$ cat src/rtl/multicycle_control_unit.sv
// Multi-cycle sequencer for the processor datapath.
// Steps each instruction through FETCH/DECODE/EXEC/MEM/WB, waits on the
// memory-ready handshake, and drives the datapath control nets plus
// halt/illegal status and a retired-instruction counter.
module multicycle_control_unit (
    input  logic        i_clock,
    input  logic        i_reset,
    input  logic [5:0]  i_opcode,
    input  logic [5:0]  i_funct,
    input  logic        i_sinal_zero,
    input  logic        i_mem_ready,
    output logic        o_pc_write,
    output logic        o_ir_write,
    output logic        o_mem_read,
    output logic        o_controle_memdados,
    output logic        o_controle_bancoreg,
    output logic        o_controle_mux1,
    output logic        o_controle_mux2,
    output logic        o_controle_mux3,
    output logic [1:0]  o_controle_mux4,
    output logic [2:0]  o_controle_alu,
    output logic [2:0]  o_state,
    output logic        o_halted,
    output logic        o_illegal,
    output logic [15:0] o_instr_count
);

    typedef enum logic [2:0] {
        S_FETCH  = 3'd0,
        S_DECODE = 3'd1,
        S_EXEC   = 3'd2,
        S_MEM    = 3'd3,
        S_WB     = 3'd4,
        S_HALT   = 3'd5
    } state_t;

    localparam logic [5:0] OP_RTYPE = 6'b000000;
    localparam logic [5:0] OP_ADDI  = 6'b001000;
    localparam logic [5:0] OP_LW    = 6'b100011;
    localparam logic [5:0] OP_SW    = 6'b101011;
    localparam logic [5:0] OP_BEQ   = 6'b000100;
    localparam logic [5:0] OP_J     = 6'b000010;
    localparam logic [5:0] OP_HALT  = 6'b111111;

    localparam logic [2:0] ALU_AND = 3'b000;
    localparam logic [2:0] ALU_OR  = 3'b001;
    localparam logic [2:0] ALU_ADD = 3'b010;
    localparam logic [2:0] ALU_SUB = 3'b110;
    localparam logic [2:0] ALU_SLT = 3'b111;

    state_t      r_state;
    logic [5:0]  r_opcode;
    logic [5:0]  r_funct;
    logic        r_halted;
    logic        r_illegal;
    logic [15:0] r_instr_count;
    logic        w_decode_legal;

    // ALU operation for an R-type function code; only legal codes reach EXEC/WB.
    function automatic logic [2:0] alu_for_funct(input logic [5:0] f);
        case (f)
            6'b100000: return ALU_ADD;
            6'b100010: return ALU_SUB;
            6'b100100: return ALU_AND;
            6'b100101: return ALU_OR;
            6'b101010: return ALU_SLT;
            default:   return ALU_AND;
        endcase
    endfunction

    function automatic logic funct_legal(input logic [5:0] f);
        return f inside {6'b100000, 6'b100010, 6'b100100, 6'b100101, 6'b101010};
    endfunction

    // Decode legality uses the live inputs because the latch happens on the same edge.
    assign w_decode_legal = (i_opcode == OP_RTYPE) ? funct_legal(i_funct)
                          : (i_opcode inside {OP_ADDI, OP_LW, OP_SW, OP_BEQ, OP_J});

    // Sequencer: state, latched instruction fields, sticky flags and retire counter.
    // NOTE: state is updated with non-blocking assignments so every register
    // samples the pre-edge values; blocking here would create ordering races.
    always_ff @(posedge i_clock) begin
        if (i_reset) begin
            r_state       <= S_FETCH;
            r_opcode      <= '0;
            r_funct       <= '0;
            r_halted      <= 1'b0;
            r_illegal     <= 1'b0;
            r_instr_count <= '0;
        end else begin
            case (r_state)
                S_FETCH: begin
                    if (i_mem_ready) r_state <= S_DECODE;
                end
                S_DECODE: begin
                    r_opcode <= i_opcode;
                    r_funct  <= i_funct;
                    if (i_opcode == OP_HALT) begin
                        r_state  <= S_HALT;
                        r_halted <= 1'b1;
                    end else if (!w_decode_legal) begin
                        r_state   <= S_HALT;
                        r_halted  <= 1'b1;
                        r_illegal <= 1'b1;
                    end else begin
                        r_state <= S_EXEC;
                    end
                end
                S_EXEC: begin
                    case (r_opcode)
                        OP_LW, OP_SW: r_state <= S_MEM;
                        OP_BEQ, OP_J: begin
                            r_state       <= S_FETCH;
                            r_instr_count <= r_instr_count + 16'd1;
                        end
                        default: r_state <= S_WB;
                    endcase
                end
                S_MEM: begin
                    if (i_mem_ready) begin
                        if (r_opcode == OP_LW) begin
                            r_state <= S_WB;
                        end else begin
                            r_state       <= S_FETCH;
                            r_instr_count <= r_instr_count + 16'd1;
                        end
                    end
                end
                S_WB: begin
                    r_state       <= S_FETCH;
                    r_instr_count <= r_instr_count + 16'd1;
                end
                S_HALT: r_state <= S_HALT;
                default: r_state <= S_FETCH;
            endcase
        end
    end

    // Control decode from state and latched opcode; FETCH/MEM strobes gated by memory ready.
    // NOTE: every output gets a default first so no path through the case infers a latch.
    always_comb begin
        o_pc_write          = 1'b0;
        o_ir_write          = 1'b0;
        o_mem_read          = 1'b0;
        o_controle_memdados = 1'b0;
        o_controle_bancoreg = 1'b0;
        o_controle_mux1     = 1'b0;
        o_controle_mux2     = 1'b0;
        o_controle_mux3     = 1'b0;
        o_controle_mux4     = 2'b00;
        o_controle_alu      = ALU_AND;
        case (r_state)
            S_FETCH: begin
                o_mem_read = 1'b1;
                o_pc_write = i_mem_ready;
                o_ir_write = i_mem_ready;
            end
            S_EXEC: begin
                case (r_opcode)
                    OP_RTYPE: o_controle_alu = alu_for_funct(r_funct);
                    OP_ADDI, OP_LW, OP_SW: begin
                        o_controle_mux2 = 1'b1;
                        o_controle_alu  = ALU_ADD;
                    end
                    OP_BEQ: begin
                        o_controle_alu  = ALU_SUB;
                        o_controle_mux4 = 2'b01;
                        o_pc_write      = i_sinal_zero;
                    end
                    OP_J: begin
                        o_controle_mux4 = 2'b10;
                        o_pc_write      = 1'b1;
                    end
                    default: ;
                endcase
            end
            S_MEM: begin
                o_controle_mux2 = 1'b1;
                o_controle_alu  = ALU_ADD;
                if (r_opcode == OP_LW) o_mem_read = 1'b1;
                else                   o_controle_memdados = i_mem_ready;
            end
            S_WB: begin
                o_controle_bancoreg = 1'b1;
                case (r_opcode)
                    OP_RTYPE: begin
                        o_controle_mux1 = 1'b1;
                        o_controle_alu  = alu_for_funct(r_funct);
                    end
                    OP_ADDI: begin
                        o_controle_mux2 = 1'b1;
                        o_controle_alu  = ALU_ADD;
                    end
                    OP_LW:   o_controle_mux3 = 1'b1;
                    default: ;
                endcase
            end
            default: ;
        endcase
        if (i_reset) begin
            o_pc_write          = 1'b0;
            o_ir_write          = 1'b0;
            o_mem_read          = 1'b0;
            o_controle_memdados = 1'b0;
            o_controle_bancoreg = 1'b0;
        end
    end

    assign o_state       = r_state;
    assign o_halted      = r_halted;
    assign o_illegal     = r_illegal;
    assign o_instr_count = r_instr_count;

endmodule

$ cat config.mk
export PLATFORM = sky130hd
export DESIGN_NAME = multicycle_control_unit
export DESIGN_NICKNAME = d
export VERILOG_FILES = /design/src/rtl/multicycle_control_unit.sv
export SDC_FILE = /design/constraint.sdc
export NUM_CORES = 1
export LEC_CHECK = 0
export CAP_MARGIN = 25
export CORE_ASPECT_RATIO = 2
export CORE_UTILIZATION = 44
export DETAILED_ROUTE_END_ITERATION = 8
export PLACE_DENSITY = 0.79
export SYNTH_ARGS = -nofsm -noshare
export SYNTH_HDL_FRONTEND = slang
export SYNTH_SLANG_ARGS = --single-unit
$ cat constraint.sdc
create_clock -name i_clock -period 2.1 [get_ports i_clock]
set_input_delay 0.42 -clock i_clock [delete_from_list [all_inputs] [get_ports i_clock]]
set_output_delay 0.42 -clock i_clock [all_outputs]
set_load 0.05 [all_outputs]
==> metrics.yaml, run 1 <==
clk_latency_ns: 0.29
end_kind: "output pin"
cts_buffers: 5
antenna_left: 0
leakagePower_uw: 0.00106
async_flop_share_pct: 0
worst_hold_slack_ns: 0.464
violations: "negative setup slack"
dr.pass1.iters: 4
grt_pass1_vias: 2249
synthFlopType: "dfxtp_1"
drt_iter0_drc: 57
place_area_um2: 2750
cts_tree: "done"
cp_top_family: "simple AND/OR/NAND/NOR gates"
hold_class: "flop to flop"
required_ns: 1.68
rsz0062_at_grt: "yes"
placed_cells: 349
clkTransAtPathRegs_ns: 0.07
slowest_delay_ns: 0.54
finClkSkew_ns: 0.00470
synth_area_per_cell_um2: 7.91
drv_slew: 0
worst_slack_ns: -0.148
power_uw: 1720
core_area_um2: 4090
antenna_found_initial: 0
synth_area_um2: 1890
cap_violations: 0
clk_path_buf_depth: 2
row_count: 33
die_area_um2: 4580
final_core_util_pct: 75.1
cts_max_level: 2
synth_cells: 239
max_slew_margin_pct: 64.6
layout.cells.non_filler: 366
synth-compound-area-share_pct: 23.0
tightestPinTransition_ns: 0.529
ys_types: 55
wl_per_cell_um: 16.4
hold_depth: 2
p_per_area_nw_per_um2: 560
drcViolationCount: 0
fin_crit_ns: 2.25
vdd_drop_max_mv: 0.542
chipWidth_um: 48.3
finalCritPeriodShare_pct: 107
fill_cells: 283
crit_type: "flop to output pin"
fp.dieH_um: 94.7
outcome: "finished with violations"
root_buffer: "clkbuf_8"
grt_first_pass_wirelength_um: 9780
num_antenna_cells: 0
setup_violations: 5
final-hold-violation-count: 0
max_clock_freq_ghz: 0.445
crit_chain: "buf_6 -> or4b_4 -> a21o_4 -> o22ai_4 -> buf_12"
synth-xor-area-share_pct: 2.78
hold_buffers: 0
design_area_um2: 3070
vias: 2174
yosysWarnings: 0
synthAdderAreaFrac_pct: 1.19
reg2reg_depth: 5
vias_per_cell: 5.94
yosysSeqAreaShare_pct: 35.0
grt_max_degree: 36
dp_hpwl_um: 4110
synth_top_family_by_area: "simple AND/OR/NAND/NOR gates"
start_util_pct: 46.2
port_buffers: 49
place_congestion: 0.928
yosys.area_share.simple_pct: 31.9
drive_gt1_share_pct: 31.5
crit_fanout: 4
cts_sinks: 33
synth.mux.area_fraction_pct: 2.25
arrival_ns: 1.83
critPathLaunchType: "flop"
cp.depth: 5
slowest_stage: "or4b_4"
drt-total-wl_um: 6010
synth_edf_count: 0
ios: 50
synth_nets: 256
nets: 330
synthToLayoutAreaGrowth_pct: 62.5
synth_seq_cells: 33
gr-total-overflow: 0
timing.critical_path.buf_inv: 2
track_usage_pct: 27.4
-- where the power goes --
| part | leakage, µW | switching [µW] | total [µW] | internal (µW) |
|---|---|---|---|---|
| clock | 0.0000445 | 237 | 503 | 266 |
| sequential | 0.000272 | 42.3 | 701 | 659 |
| combinational | 0.000741 | 288 | 514 | 225 |
| total | 0.00106 | 568 | 1720 | 1150 |
-- cell usage in the layout, fill, tap and decap left out, types with 3 or more instances in the layout --
cell type,count
a21oi_1,25
and3_1,4
buf_12,12
buf_4,26
buf_6,5
clkbuf_8,6
clkdlybuf4s50_1,35
dfxtp_1,25
dfxtp_2,5
dfxtp_4,3
inv_1,3
nand2_1,35
nand2b_1,3
nand3_1,8
nor2_1,19
nor2_2,3
nor2b_1,4
nor3_1,3
o21ai_0,5
o31ai_1,6
or4_1,6
xnor2_1,5
-- area by class of cell --
type / instances / area [µm²] / share of cell area (%)
Clock buffer: 7 / 86.3 / 2.81
Clock inverter: 1 / 7.51 / 0.244
Inverter: 3 / 11.3 / 0.367
Multi-Input combinational cell: 192 / 1380 / 44.9
Sequential cell: 33 / 678 / 22.1
Tap cell: 52 / 65.1 / 2.12
Timing Repair Buffer: 78 / 842 / 27.4
-- synthesized netlist by cell type, drive strengths merged, types with 2 or more instances --
master / number / share of area, %
a21oi: 27 / 7.2
o21ai: 7 / 1.9
and3: 4 / 1.3
xnor2: 5 / 2.3
a31oi: 2 / 0.66
nor2: 24 / 4.8
o31ai: 7 / 2.8
o211ai: 2 / 1.1
dfxtp: 33 / 35
nor3: 5 / 1.3
clkbuf: 8 / 1.6
nand3: 9 / 2.4
buf: 4 / 1.7
or4b: 3 / 1.6
nor2b: 6 / 2.0
a211oi: 2 / 0.79
inv: 3 / 0.60
and2: 3 / 0.99
or3: 3 / 1.3
mux2: 2 / 1.2
and4: 3 / 1.5
mux2i: 2 / 1.1
nand2: 36 / 7.2
nor4: 3 / 0.99
or4: 6 / 2.4
nand2b: 5 / 1.7
a41oi: 2 / 0.93
nand4b: 2 / 0.93
-- worst paths after layout --
path / slack [ns] / from / endpoint
worst max register to register: 0.01 / r_opcode[5] / o_instr_count[5]
worst min register to register: 0.46 / r_funct[5] / r_funct[5]
worst min-delay path: 0.46 / r_funct[5] / r_funct[5]
worst max-delay path: -0.15 / r_opcode[5] / o_controle_mux2
-- layer usage --
metal  wire [µm]  GRT usage, %  vias to the layer above
li1            -             -                     1032
met1        1970          24.3                     1027
met2        3450          54.5                       83
met3         247          4.19                       32
met4         347          19.4                        0
met5           0             0                        -
-- worst register-to-register path, cell delays in order, from the launching register on --
cell,delay [ns]
dfxtp_2,0.33
or3_4,0.41
o41a_1,0.43
a211oi_2,0.29
and3_1,0.20
mux2_2,0.32
-- metrics by stage --
| stage | setup TNS, ns | setup slack (ns) |
|---|---|---|
| finish | -0.593 | -0.148 |
| global route | -0.993 | -0.182 |
| CTS | -0.646 | -0.142 |
| detailed placement | -2.45 | -0.227 |
| global placement | -1.61 | -0.168 |
| floorplan | 0 | 0.00509 |
-- flip-flops by register name, indices dropped and copies added (netlist names) --
register and flops:
o_instr_count 16, r_funct 6, r_opcode 6, o_state 3
o_halted 1, o_illegal 1
-- kinds of logic (layout without fill, tap and decap cells) --
kind of cell             Yosys count  after routing
AND/OR/NAND/NOR                  116            116
AO/OA/AOI/OAI                     63             64
flip-flops                        33             33
buffers and inverters             15             89
XOR/XNOR                           6              6
multiplexers                       4              4
adder cells (fa/ha/maj)            2              2
-- repair_timing --
item                       CTS  global route
buffers inserted             7             1
resized for setup           17            22
cloned                       1             0
setup endpoints to repair   13            18
pin swaps                   13             5
No activity file was read; power rests on OpenSTA's default activity.
==> run 2, diff against run 1 <==
--- a/config.mk
+++ b/config.mk
@@ -6,10 +6,12 @@
 export NUM_CORES = 1
 export LEC_CHECK = 0
 export CAP_MARGIN = 25
+export CELL_PAD_IN_SITES_DETAIL_PLACEMENT = 0
+export CELL_PAD_IN_SITES_GLOBAL_PLACEMENT = 1
 export CORE_ASPECT_RATIO = 2
-export CORE_UTILIZATION = 44
+export CORE_UTILIZATION = 35
 export DETAILED_ROUTE_END_ITERATION = 8
-export PLACE_DENSITY = 0.79
+export PLACE_DENSITY = 0.83
 export SYNTH_ARGS = -nofsm -noshare
 export SYNTH_HDL_FRONTEND = slang
 export SYNTH_SLANG_ARGS = --single-unit
==> constraint.sdc (replaced) <==
create_clock -name i_clock -period 2.5 [get_ports i_clock]
set_input_delay 0.5 -clock i_clock [delete_from_list [all_inputs] [get_ports i_clock]]
set_output_delay 0.5 -clock i_clock [all_outputs]
set_load 0.05 [all_outputs]
==> run 2 against run 1 <==
Compared with the run above:
- largest power group unchanged
- sequential power fell by 17%
- clock-buffer cell count decreased by 1
- setup slack improved by 0.22 ns
- final area decreased by 8.6%
- clock power up 6.2%
- the run now ends clean
- critical path depth is the same
==> metrics.yaml, run 2 (synthesized netlist as in run 1, its figures left out) <==
cap_violations: 0  # unchanged
chipWidth_um: 54.0  # +12%
drv_slew: 0  # unchanged
crit_type: "flop to output pin"
regToRegStartpoint: "r_opcode[0]"
max_slew_margin_pct: 66.1  # +1.5 points
rrSetupSlack_ns: 0.28  # +0.27 ns
fill_cells: 498  # +76%
tightestPinTransition_ns: 0.506  # -0.0226 ns
tns_ns: 0  # +0.593 ns
synthToLayoutAreaGrowth_pct: 48.6
finalCritPeriodShare_pct: 97.1
preCtsSetupSlack_ns: 0.0433  # +0.270 ns
grt_first_pass_wirelength_um: 8880  # -9.2%
grt_pass1_vias: 1923  # -14%
leakagePower_uw: 0.000985  # -6.9%
critPathLaunchType: "flop"
clkTransAtPathRegs_ns: 0.07  # about the same
end_kind: "output pin"
worst_slack_ns: 0.0719  # +0.220 ns
hold_buffers: 0  # unchanged
drcViolationCount: 0  # unchanged
finClkSkew_ns: 0.00787  # +0.00318 ns
ios: 50  # unchanged
drt-total-wl_um: 5380  # -11%
grt_max_degree: 39  # +8.3%
start_util_pct: 36.4  # -9.8 points
vias_per_cell: 5.63  # -5.2%
dr.pass1.iters: 4  # unchanged
cts_sinks: 33  # unchanged
crit_chain: "nor2_1 -> or4b_4 -> a21o_1 -> o22ai_2 -> buf_12"
place_congestion: 0.845  # -8.9%
mostFrequentLayoutCells: "nand2_1, clkdlybuf4s50_1, dfxtp_1"
final_core_util_pct: 54.2  # -21 points
hold_class: "flop to flop"
cts_tree: "done"
clk_latency_ns: 0.30  # about the same
timing.critical_path.buf_inv: 1  # -1
power_uw: 1490  # -13%
crit_fanout: 5  # +1
cts_setup_buffers: 0  # -7
core_area_um2: 5180  # +27%
cts_max_level: 2  # unchanged
antenna_found_initial: 0  # unchanged
clk_path_buf_depth: 2  # unchanged
vdd_drop_max_mv: 0.455  # -16%
outcome: "completed"
slowest_stage: "or4b_4"
crit_start: "r_opcode[2]"
largest_register_ffs: 16  # unchanged
p_per_area_nw_per_um2: 531  # -5.1%
drt_iter0_drc: 45  # -21%
hold_start: "r_funct[4]"
fp.dieH_um: 106  # +12%
cts_buffers: 5  # unchanged
port_buffers: 49  # unchanged
vias: 2010  # -7.5%
setup_violations: 0  # -5
rsz0062_at_grt: "no"
root_buffer: "clkbuf_8"
cp_top_family: "simple AND/OR/NAND/NOR gates"
nets: 315  # -4.5%
slowest_delay_ns: 0.52  # -0.02 ns
arrival_ns: 1.93  # +0.10 ns
track_usage_pct: 21.1  # -6.3 points
wl_per_cell_um: 15.1  # -8.3%
dp_hpwl_um: 4160  # +1.2%
required_ns: 2.00  # +0.32 ns
row_count: 37  # +12%
final-hold-violation-count: 0  # unchanged
fin_crit_ns: 2.43
die_area_um2: 5710  # +25%
antenna_left: 0  # unchanged
max_clock_freq_ghz: 0.412
num_antenna_cells: 0  # unchanged
gr-total-overflow: 0  # unchanged
cts_resized: 1  # -16
drive_gt1_share_pct: 18.1  # -13 points
run 2: cell count changes in the layout (fill, tap and decap cells not counted), moves of 3 or more:
cell / change
nor2_1: +4
dfxtp_1: +8
dfxtp_4: -3
buf_6: -5
dfxtp_2: -5
buf_4: -11
run 2: stage by stage:
stage	instance area, µm²	hold slack [ns]	cells
after global placement	2680	0.448	349
after detailed placement	2680	0.449	349
after global routing	2810	0.484	357
after CTS	2810	0.458	357
final	2810	0.456	357
after floorplan	1940	0.432	239
run 2: final timing paths:
check | cells past startpoint | endpoint
worst max register to register | 5 | o_instr_count[13]
worst min-delay path | 2 | r_funct[4]
worst max-delay path | 5 | o_controle_mux2
worst min register to register | 2 | r_funct[4]
run 2: worst register-to-register path, stage by stage (launching register included):
cell      delay, ns
dfxtp_1        0.40
or3_4          0.43
o41ai_4        0.37
o211ai_2       0.26
or4_1          0.56
a21oi_1        0.15
run 2: area by class of cell:
class	count	area [µm²]	share of cell area (%)
clock buffers	6	82.6	2.94
clock inverters	2	37.5	1.34
inverters	3	11.3	0.401
multi-input cells	191	1210	43.1
flip-flops and latches	33	661	23.5
well taps	58	72.6	2.58
repair buffers	64	733	26.1
run 2: where the power goes:
group	internal [µW]	total (µW)	switching (µW)
Combinational	157	377	220
Sequential	552	580	27.5
Clock	324	534	210
run 2: per-layer routing:
metal  track usage, %  part of all wire, %  up-vias
li1                 -                    -      990
met1             19.3                   34      963
met2             40.0                   60       43
met3             3.29                  2.5       14
met4             11.7                  3.0        0
met5                0                    0        -
==> run 3, diff against run 2 <==
--- a/config.mk
+++ b/config.mk
@@ -5,11 +5,11 @@
 export SDC_FILE = /design/constraint.sdc
 export NUM_CORES = 1
 export LEC_CHECK = 0
-export CAP_MARGIN = 25
 export CELL_PAD_IN_SITES_DETAIL_PLACEMENT = 0
 export CELL_PAD_IN_SITES_GLOBAL_PLACEMENT = 1
 export CORE_ASPECT_RATIO = 2
 export CORE_UTILIZATION = 35
+export CTS_CLUSTER_DIAMETER = 200
 export DETAILED_ROUTE_END_ITERATION = 8
 export PLACE_DENSITY = 0.83
 export SYNTH_ARGS = -nofsm -noshare
==> results of run 3 <==
Same layout as run 2: the final DEF is identical, and so are final timing and power.
